[src/rtl/instr_fetch.sv]
// instr_fetch: single-outstanding instruction fetch FSM with redirect and drop handling
module instr_fetch #(
  parameter logic [31:0] RESET_PC  = 32'h0000_0000,
  parameter logic [31:0] NOP_INSTR = 32'h0000_0013
) (
  input  logic        clk,
  input  logic        rst_n,
  output logic        imem_req,
  output logic [31:0] imem_addr,
  input  logic        imem_ack,
  input  logic [31:0] imem_rdata,
  input  logic        redirect,
  input  logic [31:0] redirect_pc,
  output logic [31:0] instr,
  output logic [31:0] instr_pc,
  output logic        instr_valid,
  input  logic        instr_ready,
  output logic        misalign_err
);
  localparam logic [1:0] IDLE  = 2'd0;
  localparam logic [1:0] FETCH = 2'd1;
  localparam logic [1:0] HOLD  = 2'd2;
  localparam logic [1:0] DROP  = 2'd3;
  logic [1:0]  state;
  logic [31:0] pc, drop_addr, instr_q, rpc;
  logic        rst_seen;
  assign rpc         = {redirect_pc[31:2], 2'b00};
  assign imem_req    = (state == FETCH) || (state == DROP);
  // DROP keeps presenting the abandoned address until its ack drains
  assign imem_addr   = (state == DROP) ? drop_addr : pc;
  assign instr_valid = (state == HOLD);
  assign instr       = instr_valid ? instr_q : NOP_INSTR;
  // rst_seen holds IDLE for one edge so the first request rises on the 2nd edge
  always_ff @(posedge clk or negedge rst_n) begin
    if (!rst_n) begin
      state        <= IDLE;
      pc           <= RESET_PC;
      drop_addr    <= RESET_PC;
      instr_q      <= NOP_INSTR;
      instr_pc     <= 32'h0;
      misalign_err <= 1'b0;
      rst_seen     <= 1'b0;
    end else begin
      rst_seen     <= 1'b1;
      misalign_err <= redirect && (redirect_pc[1:0] != 2'b00);
      if (redirect) begin
        pc <= rpc;
        if (state == FETCH && !imem_ack) begin
          drop_addr <= pc;
          state     <= DROP;
        end else if (state != DROP) begin
          state <= FETCH;
        end
      end else begin
        case (state)
          IDLE:  if (rst_seen) state <= FETCH;
          FETCH: if (imem_ack) begin
            instr_q  <= imem_rdata;
            instr_pc <= pc;
            pc       <= pc + 32'd4;
            state    <= HOLD;
          end
          HOLD:  if (instr_ready) state <= FETCH;
          DROP:  if (imem_ack) state <= FETCH;
          default: state <= IDLE;
        endcase
      end
    end
  end
endmodule

[config.mk]
export PLATFORM = sky130hd
export DESIGN_NAME = instr_fetch
export DESIGN_NICKNAME = d
export VERILOG_FILES = /design/src/rtl/instr_fetch.sv
export SDC_FILE = /design/constraint.sdc
export NUM_CORES = 1
export LEC_CHECK = 0
export ABC_AREA = 1
export CAP_MARGIN = 10
export CORE_ASPECT_RATIO = 1.4
export CORE_MARGIN = 1.5
export CORE_UTILIZATION = 44
export CTS_CLUSTER_SIZE = 14
export DETAILED_ROUTE_END_ITERATION = 6
export PLACE_DENSITY = 0.77
export SLEW_MARGIN = 20
export SYNTH_ARGS = -nofsm -noshare
export SYNTH_HDL_FRONTEND = slang
export SYNTH_SLANG_ARGS = --single-unit
[constraint.sdc]
create_clock -name clk -period 1.5 [get_ports clk]
set_input_delay 0.15 -clock clk [delete_from_list [all_inputs] [get_ports clk]]
set_output_delay 0.15 -clock clk [all_outputs]
set_load 0.01 [all_outputs]
==> results of run 1 <==
-- cells by family after synthesis --
kind of cell    share of synthesized area, %
compound gates                          12.7
xor+xnor                               0.425
fa+ha+maj                              0.202
buf+inv                                 8.60
flops                                   51.1
other cells                            0.121
simple gates                            26.9
-- metal layers --
metal | GRT usage [%] | overflow
met5 | 4.76 | 0
met4 | 61.8 | 21
met3 | 49.9 | 1
met2 | 83.7 | 24
met1 | 66.4 | 0
-- through the flow --
step                      hold WS (ps)  utilization (%)  setup TNS, ps  cells
after floorplan                   -146                -              0    818
after global placement             106             62.6         -14500   1217
after detailed placement           106             62.6         -19640   1217
after CTS                          209             76.9         -34920   1310
-- cell usage after synthesis, drive strengths merged, types with 2 or more instances --
library cell and number:
nor3 5, xor2 2, conb 2, inv 81, dfrtp 123, nor2 111, nand3b 2, nand2 242
or2 3, o21ai 125, clkbuf 24, a21oi 6, dfstp 3, buf 19, nand4 8, nand3 38
o22ai 6, o211ai 3
-- timing repair --
action / 4_1_cts
hold buffers: 1
gates cloned: 28
resized for setup: 550
setup endpoints to repair: 180
endpoints found under the hold margin: 26
buffers inserted: 38
pin swaps: 22
==> results.md, run 1 <==
* Result of the run: aborted with a tool error
* Fail Step: 5_1_grt
* First reported error: [ERROR GRT-0232] Routing congestion too high. Check the congestion heatmap in the GUI.
* Initial core utilization at 44.7%
* Global route overflow at 46
* Number of buffers created by CTS at 17
* Distinct cell type count of the synthesized netlist at 39
* Cells taking the most area after synthesis: sky130_fd_sc_hd__dfrtp_1, sky130_fd_sc_hd__nand2_1, sky130_fd_sc_hd__o21ai_0
* Port-buffer cells at 163
* Placer Congestion at 0.978
* Maximum number of pins on one net before global-route repair at ~50
* Mapped cell area at ~0.006 mm2
* Top FF cell, synth: sky130_fd_sc_hd__dfrtp_1
* Pin category terminating the worst setup path after the last repair: primary output
* Average footprint of a synthesized cell at roughly 7.6 um2
* Area fraction of the dominant cell type after synthesis at 49.8%
* Row count at 51
* Count of warnings emitted by yosys at 0
* Clock sink count at 126
* Top Ports at 168
* Global-route usage over all layers at 65.7%
* Register area share after synthesis at 51.1%
* Die H at 143 um
* Setup slack after placement at -401 ps
* Number of buffers on the longest clock path at 2
* Most area-hungry cell type in the Yosys netlist: sky130_fd_sc_hd__dfrtp_1
* Async set-reset flop share out of synthesis at 100%
* Post-synthesis register bit count at 126
* Library cell used as clock root buffer: sky130_fd_sc_hd__clkbuf_16
* Area after DPL at 0.00866 mm2
* Worst_ep grt: instr[3]
* DP Wirelength at 14.8 mm
* Count of flip-flops with a built-in enable after synthesis at 0
* Level count of the clock H-tree at 4
* Die width at 103 um
* Gate count after technology mapping at ~820
==> run 2, diff against run 1 <==
--- a/config.mk
+++ b/config.mk
@@ -7,12 +7,10 @@
 export LEC_CHECK = 0
 export ABC_AREA = 1
 export CAP_MARGIN = 10
-export CORE_ASPECT_RATIO = 1.4
 export CORE_MARGIN = 1.5
-export CORE_UTILIZATION = 44
-export CTS_CLUSTER_SIZE = 14
+export CORE_UTILIZATION = 30
 export DETAILED_ROUTE_END_ITERATION = 6
-export PLACE_DENSITY = 0.77
+export PLACE_DENSITY_LB_ADDON = 0.15
 export SLEW_MARGIN = 20
 export SYNTH_ARGS = -nofsm -noshare
 export SYNTH_HDL_FRONTEND = slang
==> constraint.sdc (replaced) <==
create_clock -name clk -period 2 [get_ports clk]
set_input_delay 0.2 -clock clk [delete_from_list [all_inputs] [get_ports clk]]
set_output_delay 0.2 -clock clk [all_outputs]
set_load 0.01 [all_outputs]
==> results.md, run 2 <==
* Count of flip-flops with a built-in enable after synthesis at 0 (unchanged)
* Number of buffers on the longest clock path at 2 (unchanged)
* Remaining DRCs at 0
* Max Fanout on Critical Path at 3
* Gate count after technology mapping at 815 (unchanged)
* Max Clock Freq at 0.517 GHz
* Library cell used as clock root buffer: sky130_fd_sc_hd__clkbuf_16
* Register containing the most flip-flops in the final layout: instr_q
* Critical path, cell by cell: buf_4 -> nor2_4 -> buf_4 -> clkdlybuf4s50_1
* Cells taking the most area after synthesis: sky130_fd_sc_hd__dfrtp_1, sky130_fd_sc_hd__nand2_1, sky130_fd_sc_hd__o21ai_0
* Most common cell type on the critical path: sky130_fd_sc_hd__buf_4
* Most area-hungry cell type in the Yosys netlist: sky130_fd_sc_hd__dfrtp_1
* Placer Congestion at 0.874 (-11%)
* Relative area change from synthesis to final layout at 43.0%
* Post-synthesis register bit count at 126 (unchanged)
* Number of hold-slack violations in the final timing report at 0
* Launch instance of the worst register-to-register path: pc[3]
* Maximum number of pins on one net before global-route repair at 65
* Dominant cell by count in the synthesized netlist: sky130_fd_sc_hd__nand2_1
* Total power consumption of the routed design at between 10 and 15 mW
* Worst min path class: in2async
* Via count of the first global-routing pass at 5,650
* Mapped cell area at 0.00618 mm2 (unchanged)
* Wirelength per Cell at between 15 and 20 um
* Level count of the clock H-tree at 4 (unchanged)
* Number of nets in the layout at between 1k and 1.5k
* Data required time at the worst endpoint at 1800 ps
* Register area share after synthesis at 51.1% (unchanged)
* Via total after detailed routing at 5,857
* Clock tree from TritonCTS: yes
* Min Clock Period, post-route at 1930 ps
* Port-buffer cells at 163 (unchanged)
* Multi-input gate area in the final layout at 0.00252 mm2
* Core outline area at 0.0202 mm2
* Clock sink count at 126 (unchanged)
* Layout cells sized above 1 at 8.80%
* DP Wirelength at 13.5 mm (-8.7%)
* Register-to-Register Path Depth at 10
* Initial DRC Count at approximately 430
* Global-route usage over all layers at 18.3%
* Wire length of the first global-routing pass at slightly above 30 mm
* Antenna Diode Count at 0
* Die ar. at 0.0215 mm2
* Number of buffers created by CTS at 17 (unchanged)
* Max Cap Violations at 0
* Global route overflow at 0
* Delay contributed by the slowest stage of the critical path at roughly 550 ps
* Worst-Skew Late Latency at 410 ps
* Highest-count cells in the layout ignoring fill and taps: sky130_fd_sc_hd__nand2_1, sky130_fd_sc_hd__o21ai_0, sky130_fd_sc_hd__dfrtp_1, sky130_fd_sc_hd__nor2_1, sky130_fd_sc_hd__clkdlybuf4s50_1
* Critical-path top delay cell: sky130_fd_sc_hd__clkdlybuf4s50_1
* Row count at 52 (+2.0%)
* Register area at 0.00316 mm2
* Most frequent standard cell in the layout excluding fill and tap cells: sky130_fd_sc_hd__nand2_1
* Total of fill cells in the finished design at 2,068
* # setup viols final at 0
* Total Wirelength at about 19 mm
* Initial core utilization at 30.6% (-14 points)
* Portion of the clock cycle consumed by the worst path in the final layout at approximately 97%
* Detailed Routing Iterations Pass 1 at 4
* Top post-synthesis cells by count: sky130_fd_sc_hd__nand2_1, sky130_fd_sc_hd__o21ai_0, sky130_fd_sc_hd__dfrtp_1
* Type of destination of the critical path: output pin
* Unrepaired setup endpoints after global routing: no
* R2R Setup Slk at 210 ps
* Top Ports at 168 (unchanged)
* Count of warnings emitted by yosys at 0 (unchanged)
* CP arrival at 1730 ps
* Number of nets with antenna violations after routing at 0
* Top FF cell, synth: sky130_fd_sc_hd__dfrtp_1
* Die width at 147 um (+42%)
* Max reg flops at 32
* Vias per cell at 4.61
* Reg-to-reg critical path endpoint: pc[28]
* Pwr dens at 1350 mW/mm2
* Average footprint of a synthesized cell at 7.59 um2 (unchanged)
* Crit path kind: reg2out
* Area fraction of the dominant cell type after synthesis at 49.8% (unchanged)
* Startpoint kind of the worst setup timing path: flop
* Setup clock skew after layout at 9.26 ps
* Initial antenna violation count at 0
* Async set-reset flop share out of synthesis at 100% (unchanged)
* Total Negative Setup Slacks at 0 ps
* Leakage power of the design at 4.17 nW
* Die H at 147 um (+2.3%)
* Result of the run: complete, no violations
* Distinct cell type count of the synthesized netlist at 39 (unchanged)
* Clk slew on worst S/H paths at 50 ps
* Number of pins with negative max-slew slack in the final report at 0
* Worst IR Drop VDD at between 0.0006 and 0.0007 V
-- run 2: cell type report --
cell class | count | area share, %
inverter | 82 | 3.81
timing repair inverter | 1 | 0.0991
multi-input combinational | 567 | 28.5
tap | 270 | 3.82
timing repair buffer | 192 | 21.1
clock inverter | 5 | 0.877
clock buffer | 27 | 6.03
sequential | 126 | 35.7
-- run 2: per-layer routing --
metal | GRT usage (%) | wire length (um) | vias to the layer above
met3 | 3.38 | 1050 | 20
met1 | 26.1 | 9310 | 2737
li1 | - | - | 2924
met4 | 6.31 | 323 | 0
met5 | 0 | 0 | -
met2 | 27.6 | 8430 | 176
-- run 2: worst max path at each step --
stage                         from             to  slack, ps  depth (start not counted)
after detailed placement  state[1]       instr[0]         80                          5
after global routing      state[1]  imem_addr[16]          1                          6
after global placement    state[1]       instr[1]         80                          5
after floorplan           state[1]       instr[4]        520                          5
after CTS                 state[1]       instr[1]         -6                          5
final                     state[0]    instr_valid         70                          4
-- run 2: per-stage QoR --
stage          util [%]  setup WS [ps]  cells  area (um2)  hold WS [ps]
6_report           43.7           67.3   1270        8840           227
5_1_grt            43.7           1.35   1270        8840           235
4_1_cts            43.6          -6.44   1267        8820           216
3_5_place_dp       40.6           84.2   1233        8220           114
3_3_place_gp       40.6           83.7   1233        8220           115
2_1_floorplan         -            523    818        6190         -95.6
-- run 2: timing repair --
action / CTS / global route
hold buffers: 1 / 0
gates cloned: 1 / 1
setup endpoints to repair: 62 / 23
buffers inserted: 0 / 2
pin swaps: 0 / 1
resized for setup: 70 / 20
endpoints found under the hold margin: 18 / 0
-- run 2: worst max-delay path: cells and delay by family (launching register included) --
family,cells,cell delay [ps]
flops,1,380
buf+inv,3,830
simple gates,1,110
-- run 2: logic make-up after synthesis --
| family | Yosys count | share of synthesized area [%] |
|---|---|---|
| compound gates | 149 | 12.7 |
| fa+ha+maj | 1 | 0.202 |
| flops | 126 | 51.1 |
| simple gates | 409 | 26.9 |
| xor+xnor | 3 | 0.425 |
| buf+inv | 125 | 8.60 |
| other cells | 2 | 0.121 |
-- run 2: report_power, final --
| group | switching [mW] | internal [mW] | total (mW) |
|---|---|---|---|
| Sequential | 0.598 | 3.60 | 4.20 |
| Combinational | 2.47 | 2.06 | 4.53 |
| Clock | 1.10 | 2.07 | 3.17 |
| Total | 4.17 | 7.73 | 11.9 |
Power figures use the tool's default switching activity.
